--- src/rtl/ones_string_generator.sv ---
// Bit-serial generator of a word holding one run of ones (run_len ones starting at bit offset).
// Optional self-measurement of the generated run is enabled with the ONES_GEN_CHECK_EN macro.
module ones_string_generator #(
   parameter int word_size    = 32,
   parameter int counter_size = 6
) (
   input  logic                    clk,
   input  logic                    reset,
   input  logic                    start,
   input  logic [counter_size-1:0] run_len,
   input  logic [counter_size-1:0] offset,
   output logic [word_size-1:0]    word,
   output logic                    busy,
   output logic                    done,
   output logic                    err,
   output logic                    check_ok,
   output logic [1:0]              state_o
);

   // Handshake: start is sampled only in IDLE/DONE; busy marks BUILD, done marks DONE,
   // and word/err/check_ok are valid and held stable for as long as done is high.
   typedef enum logic [1:0] {
      S_IDLE  = 2'd0,
      S_BUILD = 2'd1,
      S_DONE  = 2'd2
   } state_t;

   localparam logic [counter_size:0]   WORD_SIZE_W = (counter_size+1)'(word_size);
   localparam logic [counter_size-1:0] LAST_IDX    = counter_size'(word_size - 1);

   state_t                  state_q;
   logic [word_size-1:0]    word_q;
   logic                    busy_q;
   logic                    done_q;
   logic                    err_q;
   logic [word_size-2:0]    sreg_q;
   logic [counter_size-1:0] index_q;
   logic [counter_size-1:0] offset_q;
   logic [counter_size:0]   sum_q;

   logic [counter_size:0]   sum_d;
   logic                    bit_d;
   logic [word_size-1:0]    sreg_d;

   // Sum is one bit wider than the operands so an illegal request can never wrap into range.
   always_comb begin
      sum_d  = {1'b0, run_len} + {1'b0, offset};
      bit_d  = (index_q >= offset_q) && ({1'b0, index_q} < sum_q);
      sreg_d = {sreg_q, bit_d};
   end

`ifdef ONES_GEN_CHECK_EN
   logic [counter_size-1:0] run_len_q;
   logic [counter_size-1:0] run_q;
   logic [counter_size-1:0] max_q;
   logic                    check_ok_q;
   logic [counter_size-1:0] run_d;
   logic [counter_size-1:0] max_d;

   always_comb begin
      run_d = bit_d ? run_q + 1'b1 : '0;
      max_d = (run_d > max_q) ? run_d : max_q;
   end

   assign check_ok = check_ok_q;
`else
   assign check_ok = 1'b0;
`endif

   always_ff @(posedge clk) begin
      if (reset) begin
         state_q  <= S_IDLE;
         word_q   <= '0;
         busy_q   <= 1'b0;
         done_q   <= 1'b0;
         err_q    <= 1'b0;
         sreg_q   <= '0;
         index_q  <= '0;
         offset_q <= '0;
         sum_q    <= '0;
`ifdef ONES_GEN_CHECK_EN
         run_len_q  <= '0;
         run_q      <= '0;
         max_q      <= '0;
         check_ok_q <= 1'b0;
`endif
      end else begin
         case (state_q)
            S_IDLE, S_DONE: begin
               if (start) begin
                  offset_q <= offset;
                  sum_q    <= sum_d;
`ifdef ONES_GEN_CHECK_EN
                  run_len_q  <= run_len;
                  run_q      <= '0;
                  max_q      <= '0;
                  check_ok_q <= 1'b0;
`endif
                  if (sum_d > WORD_SIZE_W) begin
                     state_q <= S_DONE;
                     err_q   <= 1'b1;
                     word_q  <= '0;
                     busy_q  <= 1'b0;
                     done_q  <= 1'b1;
                  end else begin
                     state_q <= S_BUILD;
                     err_q   <= 1'b0;
                     index_q <= LAST_IDX;
                     sreg_q  <= '0;
                     busy_q  <= 1'b1;
                     done_q  <= 1'b0;
                  end
               end
            end
            S_BUILD: begin
               sreg_q <= sreg_d[word_size-2:0];
`ifdef ONES_GEN_CHECK_EN
               run_q <= run_d;
               max_q <= max_d;
`endif
               if (index_q == '0) begin
                  word_q  <= sreg_d;
                  state_q <= S_DONE;
                  busy_q  <= 1'b0;
                  done_q  <= 1'b1;
`ifdef ONES_GEN_CHECK_EN
                  check_ok_q <= (max_d == run_len_q) && !err_q;
`endif
               end else begin
                  index_q <= index_q - 1'b1;
               end
            end
            default: begin
               state_q <= S_IDLE;
               busy_q  <= 1'b0;
               done_q  <= 1'b0;
            end
         endcase
      end
   end

   assign word    = word_q;
   assign busy    = busy_q;
   assign done    = done_q;
   assign err     = err_q;
   assign state_o = state_q;

endmodule

--- config.mk ---
export PLATFORM = sky130hd
export DESIGN_NAME = ones_string_generator
export DESIGN_NICKNAME = d
export VERILOG_FILES = /design/src/rtl/ones_string_generator.sv
export SDC_FILE = /design/constraint.sdc
export NUM_CORES = 1
export LEC_CHECK = 0
export CAP_MARGIN = 20
export CORE_ASPECT_RATIO = 0.6
export CORE_MARGIN = 2
export CORE_UTILIZATION = 45
export CTS_CLUSTER_SIZE = 8
export DETAILED_ROUTE_END_ITERATION = 16
export HOLD_SLACK_MARGIN = 0.08
export PLACE_DENSITY_LB_ADDON = 0.2
export SYNTH_ARGS = -nofsm -noshare
export SYNTH_HDL_FRONTEND = slang
export SYNTH_SLANG_ARGS = --single-unit
--- constraint.sdc ---
create_clock -name clk -period 2.2 [get_ports clk]
set_input_delay 0.33 -clock clk [delete_from_list [all_inputs] [get_ports clk]]
set_output_delay 0.33 -clock clk [all_outputs]
set_load 0.1 [all_outputs]
==> flow_summary.ini <==
[placed_design]
dp_hpwl_um = 5790
dpl_worst_slack_ns = -1.22
place.gp.congestion = 0.869
io_buffer_count = 51

[global_route]
grt_pass1_vias = 2923
grt-ovfl-total = 0
grt_pass1_wl_um = 15200
antenna_found_initial = 0
grtUsageTotal_pct = 22.4
grt_max_degree = 33

[route]
firstDrtPassIters = 5
dr_wl_met3_um = 555
ant_nets = 0
num_vias = 3084
drt-vias-per-instance = 5.28
drt_iter0_drc = 287
wl_per_cell_um = 15.6
drc = 0
top_layer = met4
dr_wl_met2_um = 3610
wl_met1_um = 4790
drt-total-wl_um = 9140

[clock_network]
clk_pin_slew_ns = 0.06
h-tree-depth = 3
cts_inserted_buffers = 9
cts_tree = yes
insertion_delay_ns = 0.34
clkSinkCount = 85
cts_buffer_depth = 2
cts-root-buf = clkbuf_16

[die]
fp.dieH_um = 74.0
die_w_um = 121
fp-row-count = 25
dieArea_um2 = 8940
initial_core_util_pct = 46.5
fp.coreArea_um2 = 7910
io_pins = 53

[synth]
synth_flop_cell = dfxtp_1
synthArstFlopShare_pct = 0
synth-edff-count = 0
postSynthNetCount = 426
synth_warnings = 0
synthCells = 391
ys_seq_elements = 85
syn_area_um2 = 3680
synthDistinctLibCells = 53
ys_seq_area_share_pct = 46.2
syn_avg_cell_area_um2 = 9.41

[timing]
fmaxAchievable_mhz = 470
maxSlewViolCount = 0
fin_crit_ns = 2.13
hold_viol_final = 0
rsz0062_at_grt = yes
clock_skew_ns = 0.00695
period_share_pct = 96.7
worst_slack_ns = 0.0729
setup_viol = 0

[finish]
most-common-layout-cells = dfxtp_1, buf_4, nand2_1
fillers = 673
diodes = 0
nets = 506
layout-drive-gt1-share_pct = 27.9
postLayoutCoreUtil_pct = 62.2
mostFrequentLayoutCell = dfxtp_1
area_growth_pct = 33.8

[run]
cap_violations = 0

[worst_setup_path]
ff2ff_path_depth = 8
worstPathRequired_ns = 2.48
arrival_ns = 2.41
critPathKind = input port to flop
crit_path_end = sreg_q[22]
rrSetupSlack_ns = 0.23
end_kind = flop
reg2reg_to = word[0]
critPathLaunch = run_len[5]
start_kind = input port
cp_max_fo = 16
r2r-start = state_o[0]

[power_and_ir_drop]
power.internal_mw = 2.90
seq_power_share_pct = 40.4
power_per_cell_area_nw_per_um2 = 823
power_mw = 4.05
switching_share_pct = 28.4
power_switching_mw = 1.15
pwr-share-comb_pct = 22.8
ir_drop_uv = 400
power.share.clock_pct = 36.8
p_leak_nw = 2.00

[min_path]
hold_path_class = input port to flop

[outcome]
status = completed
registers in the layout, summed over array words and instances, names as in the netlist:
name and count:
err 1, index_q 6, word 32, sreg_q 31, offset_q 6, sum_q 7, state_o 2
layer usage:
metal / vias up / track usage (%)
met4: 0 / 8.66
met1: 1463 / 33.9
met2: 86 / 30.2
met5: - / 0
li1: 1521 / -
met3: 14 / 5.52
per-stage QoR:
step	std cells	setup TNS (ns)	area (um^2)	hold WS [ns]
finish	584	0	4920	0.251
global route	584	-0.0380	4920	0.276
CTS	584	0	4890	0.272
detailed placement	553	-64.34	4340	0.447
global placement	553	-60.70	4340	0.447
floorplan	391	-1.13	3750	0.426
worst max-delay path, cell delays in order:
cell           delay (ns)
dlygate4sd2_1        0.26
ha_4                 0.24
or4b_4               0.54
o2111ai_4            0.13
o31ai_4              0.15
buf_4                0.17
a211oi_4             0.25
buf_12               0.19
a22o_1               0.15
synth_stat cells (2+ instances only):
library cell  number  area share (%)
dfxtp_1           85              46
nand2_1           54             5.5
nand2b_1          33             5.6
a22o_1            30             7.1
o21ai_0           30             4.1
a21oi_1           21             2.9
ha_1              19             6.5
inv_1             18             1.8
nor2_1            18             1.8
clkbuf_1          10             1.0
nor3_1             6            0.82
o21ai_1            6            0.82
a31oi_1            4            0.68
buf_6              4             1.2
buf_4              3            0.61
clkbuf_8           3             1.1
nand3b_1           3            0.61
xor2_1             3            0.71
a21o_1             2            0.41
a221oi_1           2            0.48
and2_2             2            0.41
clkbuf_2           2            0.27
nand3_1            2            0.27
nor2b_1            2            0.34
final cells by class:
class	instances	area, um^2	area share (%)
Clock buffer	12	246	5.01
Multi-Input combinational cell	265	1900	38.6
Tap cell	108	135	2.75
Timing Repair Buffer	92	823	16.7
Inverter	18	67.6	1.37
Clock inverter	4	47.5	0.966
Sequential cell	85	1700	34.6
cell families (layout without fill, tap and decap cells):
group,after synthesis,count (layout),synth area share (%)
flip-flops,85,85,46.2
XOR/XNOR,3,3,0.714
adder cells (fa/ha/maj),20,20,7.00
buffers and inverters,42,126,6.46
multiplexers,1,1,0.272
AND/OR/NAND/NOR,127,127,17.2
other,1,1,0.102
AO/OA/AOI/OAI,112,113,22.0
worst min-delay path by stage:
| stage | slack [ns] | cells after the start | from | end |
|---|---|---|---|---|
| CTS | 0.27 | 3 | offset[0] | offset_q[0] |
| global route | 0.28 | 3 | offset[0] | offset_q[0] |
| detailed placement | 0.45 | 2 | sreg_q[30] | word[31] |
| global placement | 0.45 | 2 | sum_q[3] | sum_q[3] |
| floorplan | 0.43 | 2 | sreg_q[30] | word[31] |
| finish | 0.25 | 3 | offset[0] | offset_q[0] |
power by group through the flow:
stage                     Combinational (mW)  Clock (mW)  Sequential, mW
after global routing                   0.999        1.58            1.64
after CTS                              0.900        1.51            1.63
after floorplan                        0.482           0            1.70
after global placement                 0.712           0            1.66
after detailed placement               0.721           0            1.67
final                                  0.922        1.49            1.64
what timing repair did:
action                                  4_1_cts  5_1_grt
cloned                                        4        0
hold buffers                                  0        0
endpoints found under the setup margin       72       64
pin swaps                                    15        7
setup buffers                                11        1
gates resized for setup                      44       11
(Power assumes the default switching activity.)
